### src/rtl/uart_rx.sv
// uart_rx: 16x-oversampled serial receiver with a level-valid/acknowledge byte interface.
// Define UART_RX_PARITY_EN for 8E1 framing (adds the PARITY state and the ParityErr pulse).
module uart_rx #(
   parameter int unsigned CLK_DIV = 326
) (
   input  logic       CLOCK_50,
   input  logic       reset_n,
   input  logic       RxIn,
   input  logic       RdAck,
   output logic [7:0] DataOut,
   output logic       RxValid,
   output logic       Overrun,
   output logic       FrameErr,
`ifdef UART_RX_PARITY_EN
   output logic       ParityErr,
`endif
   output logic       Busy
);

`ifdef UART_RX_PARITY_EN
   typedef enum logic [2:0] {IDLE, START, DATA, PARITY, STOP} state_t;
`else
   typedef enum logic [2:0] {IDLE, START, DATA, STOP} state_t;
`endif

   state_t      state, state_nxt;
   logic        rx_meta, rxs;
   logic [15:0] div_cnt;
   logic        tick;
   logic [3:0]  tcnt, tcnt_nxt;
   logic [2:0]  bcnt, bcnt_nxt;
   logic [7:0]  shift, shift_nxt;
   logic        done_q, done_nxt;
   logic        stop_q, stop_nxt;
   logic        byte_ok;
`ifdef UART_RX_PARITY_EN
   logic        par_bit, par_bit_nxt;
   logic        par_bad;
`endif

   always_ff @(posedge CLOCK_50 or negedge reset_n) begin
      if (!reset_n) begin
         rx_meta <= 1'b1;
         rxs     <= 1'b1;
      end else begin
         rx_meta <= RxIn;
         rxs     <= rx_meta;
      end
   end

   // Free-running: phase is independent of line activity.
   assign tick = (div_cnt == 16'(CLK_DIV - 1));

   always_ff @(posedge CLOCK_50 or negedge reset_n) begin
      if (!reset_n) div_cnt <= '0;
      else          div_cnt <= tick ? '0 : div_cnt + 16'd1;
   end

   always_ff @(posedge CLOCK_50 or negedge reset_n) begin
      if (!reset_n) begin
         state   <= IDLE;
         tcnt    <= '0;
         bcnt    <= '0;
         shift   <= '0;
         done_q  <= 1'b0;
         stop_q  <= 1'b0;
`ifdef UART_RX_PARITY_EN
         par_bit <= 1'b0;
`endif
      end else begin
         state   <= state_nxt;
         tcnt    <= tcnt_nxt;
         bcnt    <= bcnt_nxt;
         shift   <= shift_nxt;
         done_q  <= done_nxt;
         stop_q  <= stop_nxt;
`ifdef UART_RX_PARITY_EN
         par_bit <= par_bit_nxt;
`endif
      end
   end

   always_comb begin
      state_nxt   = state;
      tcnt_nxt    = tcnt;
      bcnt_nxt    = bcnt;
      shift_nxt   = shift;
      done_nxt    = 1'b0;
      stop_nxt    = stop_q;
`ifdef UART_RX_PARITY_EN
      par_bit_nxt = par_bit;
`endif
      if (tick) begin
         case (state)
            IDLE: begin
               tcnt_nxt = '0;
               if (!rxs) state_nxt = START;
            end
            START: begin
               if (tcnt == 4'd7) begin
                  tcnt_nxt = '0;
                  bcnt_nxt = '0;
                  state_nxt = rxs ? IDLE : DATA;
               end else begin
                  tcnt_nxt = tcnt + 4'd1;
               end
            end
            DATA: begin
               tcnt_nxt = tcnt + 4'd1;
               if (tcnt == 4'd15) begin
                  shift_nxt[bcnt] = rxs;
                  bcnt_nxt = bcnt + 3'd1;
`ifdef UART_RX_PARITY_EN
                  if (bcnt == 3'd7) state_nxt = PARITY;
`else
                  if (bcnt == 3'd7) state_nxt = STOP;
`endif
               end
            end
`ifdef UART_RX_PARITY_EN
            PARITY: begin
               tcnt_nxt = tcnt + 4'd1;
               if (tcnt == 4'd15) begin
                  par_bit_nxt = rxs;
                  state_nxt = STOP;
               end
            end
`endif
            STOP: begin
               tcnt_nxt = tcnt + 4'd1;
               if (tcnt == 4'd15) begin
                  stop_nxt  = rxs;
                  done_nxt  = 1'b1;
                  state_nxt = IDLE;
               end
            end
            default: begin
               state_nxt = IDLE;
               tcnt_nxt  = '0;
            end
         endcase
      end
   end

   assign Busy = (state != IDLE);

   // shift and par_bit hold steady until the next frame's D0, so the checks can run a cycle late.
`ifdef UART_RX_PARITY_EN
   assign par_bad = ^{shift, par_bit};
   assign byte_ok = done_q & stop_q & ~par_bad;
`else
   assign byte_ok = done_q & stop_q;
`endif

   always_ff @(posedge CLOCK_50 or negedge reset_n) begin
      if (!reset_n) begin
         DataOut   <= '0;
         RxValid   <= 1'b0;
         Overrun   <= 1'b0;
         FrameErr  <= 1'b0;
`ifdef UART_RX_PARITY_EN
         ParityErr <= 1'b0;
`endif
      end else begin
         FrameErr  <= done_q & ~stop_q;
`ifdef UART_RX_PARITY_EN
         ParityErr <= done_q & par_bad;
`endif
         if (byte_ok) begin
            DataOut <= shift;
            RxValid <= 1'b1;
            if (RxValid && !RdAck) Overrun <= 1'b1;
            else if (RdAck)        Overrun <= 1'b0;
         end else if (RdAck && RxValid) begin
            RxValid <= 1'b0;
            Overrun <= 1'b0;
         end
      end
   end

endmodule

### config.mk
export PLATFORM = sky130hd
export DESIGN_NAME = uart_rx
export DESIGN_NICKNAME = d
export VERILOG_FILES = /design/src/rtl/uart_rx.sv
export SDC_FILE = /design/constraint.sdc
export NUM_CORES = 1
export LEC_CHECK = 0
export CAP_MARGIN = 10
export CORE_AREA = 2 2 82 76
export DETAILED_ROUTE_END_ITERATION = 8
export DIE_AREA = 0 0 84 78
export GPL_ROUTABILITY_DRIVEN = 0
export PLACE_DENSITY = 0.67
export REMOVE_ABC_BUFFERS = 1
export SETUP_SLACK_MARGIN = 0.02
export SLEW_MARGIN = 20
export SYNTH_ARGS = -nofsm -noshare
export SYNTH_HDL_FRONTEND = slang
export SYNTH_SLANG_ARGS = --single-unit
export TNS_END_PERCENT = 10
### constraint.sdc
create_clock -name CLOCK_50 -period 3.9 [get_ports CLOCK_50]
set_input_delay 0.975 -clock CLOCK_50 [delete_from_list [all_inputs] [get_ports CLOCK_50]]
set_output_delay 0.975 -clock CLOCK_50 [all_outputs]
set_load 0.05 [all_outputs]
==> run_results.csv <==
group,metric,value,unit
power_and_ir_drop,clkPwrFrac,37.1,%
cts,path_clk_slew,0.08,ns
grt,overflow,0,
synth,ys.flop_type,"dfrtp_1",
outcome,outcome,"finished clean",
grt,busiest_layer,"met2",
job,maxCapViolations,0,
grt,grtUsageMet3,3.72,%
timing,max_slew.worst_pin.slew,0.660,ns
min_path,hold_path_startpoint,"rx_meta",
timing,holdWs,0.358,ns
grt,grt.met2_usage,19.7,%
die,die_w,84,um
placement,placed_cells,272,
critical_path,cp_data_required_time,2.92,ns
synth,synth_xor_area_share,5.93,%
critical_path,end_kind,"primary output",
synth,muxShareOfSynthArea,10.0,%
synth,async_flop_share,100,%
synth,synth_seq_cells,48,
synth,syn_avg_cell_area,11.5,um2
synth,yosys.area_share.simple,20.7,%
synth,synth_warnings,0,
detailed_routing,drtAntennaViolNets,0,
cts,cts_tree,"built",
power_and_ir_drop,p_per_area,326,mW/mm2
layout,nFillCells,511,
min_path,min_path_type,"reg2reg",
grt,track_usage,13.0,%
cts,cts_htree_levels,2,
power_and_ir_drop,p_sw,0.171,mW
critical_path,worst-path-max-fanout,10,
placement,hpwl,2450,um
synth,synth_top_area_share,51.9,%
cts,clock_latency,0.30,ns
synth,synth_top_family_by_area,"simple AND/OR/NAND/NOR gates",
timing,timing.final.ws_setup,1.06,ns
synth,synth.most_common_cell,"dfrtp_1",
die,core-area,0.00563,mm2
synth,ys_top_cells_by_count,"dfrtp_1, mux2_2, nand2_1",
power_and_ir_drop,sw_frac_of_total,20.9,%
synth,netlist_area,0.00222,mm2
critical_path,worstSetupStartpoint,"state[1]",
timing,slew_violations,0,
critical_path,regToRegStartpoint,"div_cnt[10]",
detailed_routing,vias_per_cell,5.08,
synth,synth.largest_area_cell,"dfrtp_1",
timing,rsz0062_at_grt,"false",
synth,synthesis.instances,193,
layout,diodes,0,
timing,max_slew_margin,56.0,%
cts,cts.sinks,48,
critical_path,crit_arrival,1.87,ns
synth,yosys-top-cells-area,"dfrtp_1, mux2_2, xor2_1, nand3_1, nand2_1",
die,die_h,78,um
timing,finalCritPeriodShare,72.9,%
layout,layout-area-overhead-vs-synth,13.1,%
die,dieArea,0.00655,mm2
grt,met1_usage,17.1,%
synth,ys_seq_area_share,54.3,%
cts,post_cts_buffers,0,
synth,ys_types,36,
placement,dp_slack,1.41,ns
critical_path,critPathKind,"reg2out",
die,ioPinCount,16,
power_and_ir_drop,leakage,1.13,nW
grt,grt_max_degree,49,
synth,synth_edf_count,0,
detailed_routing,first_iter_violations,73,
timing,max_freq,352,MHz
timing,finalClockSkew,0.00334,ns
layout,layout.cells.non_filler,280,
grt,antenna_found_initial,0,
grt,grt_pass1_wl,6710,um
detailed_routing,wirelength,3670,um
power_and_ir_drop,pwr-share-seq,61.3,%
detailed_routing,drc,0,
cts,cts_resized,0,
layout,drive_gt1_share,16.2,%
timing,fin_crit,2.84,ns
power_and_ir_drop,comb_power_share,1.6,%
cts,cts_made_buffers,5,
cts,cts-root-buf,"clkbuf_8",
synth,synthAdderAreaFrac,2.82,%
layout,fin_nets,218,
placement,portBuffers,15,
synth,synth_compound_area_share,3.50,%
grt,grt_pass1_vias,1424,
cts,hold_buffers,0,
power_and_ir_drop,ir_drop,150,uV
power_and_ir_drop,intPower,0.647,mW
die,initial_core_util,39.4,%
cts,clock_path_buffers,2,
critical_path,start_kind,"flop",
detailed_routing,vias,1421,
timing,hold_viol,0,
detailed_routing,dr.pass1.iters,4,
die,fp-row-count,26,
timing,setup_violations,0,
timing,setup_tns,0,ns
detailed_routing,wl_per_cell,13.1,um
-- power by group through the flow --
stage | Combinational, mW | Clock [mW] | Sequential (mW)
global route | 0.0153 | 0.338 | 0.501
detailed placement | 0.0135 | 0 | 0.511
finish | 0.0127 | 0.303 | 0.501
CTS | 0.0135 | 0.315 | 0.501
global placement | 0.0135 | 0 | 0.511
floorplan | 0.000655 | 0 | 0.510
-- layout by cell type, fill, tap and decap left out, types with 5 or more instances in the layout --
cell type and instances:
dfrtp_1 46, mux2_2 18, nand2_1 17, nor2_1 16, clkdlybuf4s50_1 14, nand3_1 13
xor2_1 9, inv_1 7, nor3_1 7, xnor2_1 6, clkbuf_8 6, ha_1 5
-- per-layer routing --
layer	vias to the layer above	share of wire [%]
li1	710	-
met1	683	50
met2	23	45
met3	5	3.3
met4	0	2.1
met5	-	0
-- registers in the layout (all words and copies together) (netlist names), 2 cells and up --
name and flops:
bcnt 3, tcnt 4, DataOut 8, shift 8, state 2, div_cnt 16
-- logic make-up after synthesis --
family / Yosys count
AOI/OAI and AO/OA: 13
adders and majority gates: 5
xor gates and xnor gates: 15
DFF: 48
muxes: 20
and+or+nand+nor: 79
buffers and inverters: 13
-- critical path, stage by stage, from the launching register on --
cell and delay (ns):
dfrtp_1 0.52, nor2_1 0.14, inv_1 0.09, clkdlybuf4s50_1 0.81
-- final cells by class --
class | instances | area [um2] | share of cell area, %
tap | 70 | 87.6 | 3.49
multi-input combinational | 132 | 952 | 38.0
sequential | 48 | 1200 | 48.0
timing repair buffer | 15 | 148 | 5.89
clock buffer | 8 | 90.1 | 3.59
inverter | 7 | 26.3 | 1.05
-- metrics by stage --
step                      power [mW]  utilization (%)  instance area [um2]
final                          0.817             44.6                 2510
after global routing           0.854             44.6                 2510
after CTS                      0.830             44.5                 2500
after detailed placement       0.524             42.9                 2410
after global placement         0.524             42.9                 2410
after floorplan                0.511                -                 2180
-- final timing paths --
| path | cells past startpoint | slack (ns) | end |
|---|---|---|---|
| min in group asynchronous | 1 | 0.68 | tcnt[0] |
| hold reg to reg | 0 | 0.36 | rxs |
| max in group asynchronous | 1 | 2.82 | Overrun |
| setup / recovery | 3 | 1.06 | Busy |
| setup reg to reg | 4 | 1.63 | stop_q |
| hold / removal | 0 | 0.36 | rxs |
No activity file was read; power rests on OpenSTA's default activity.
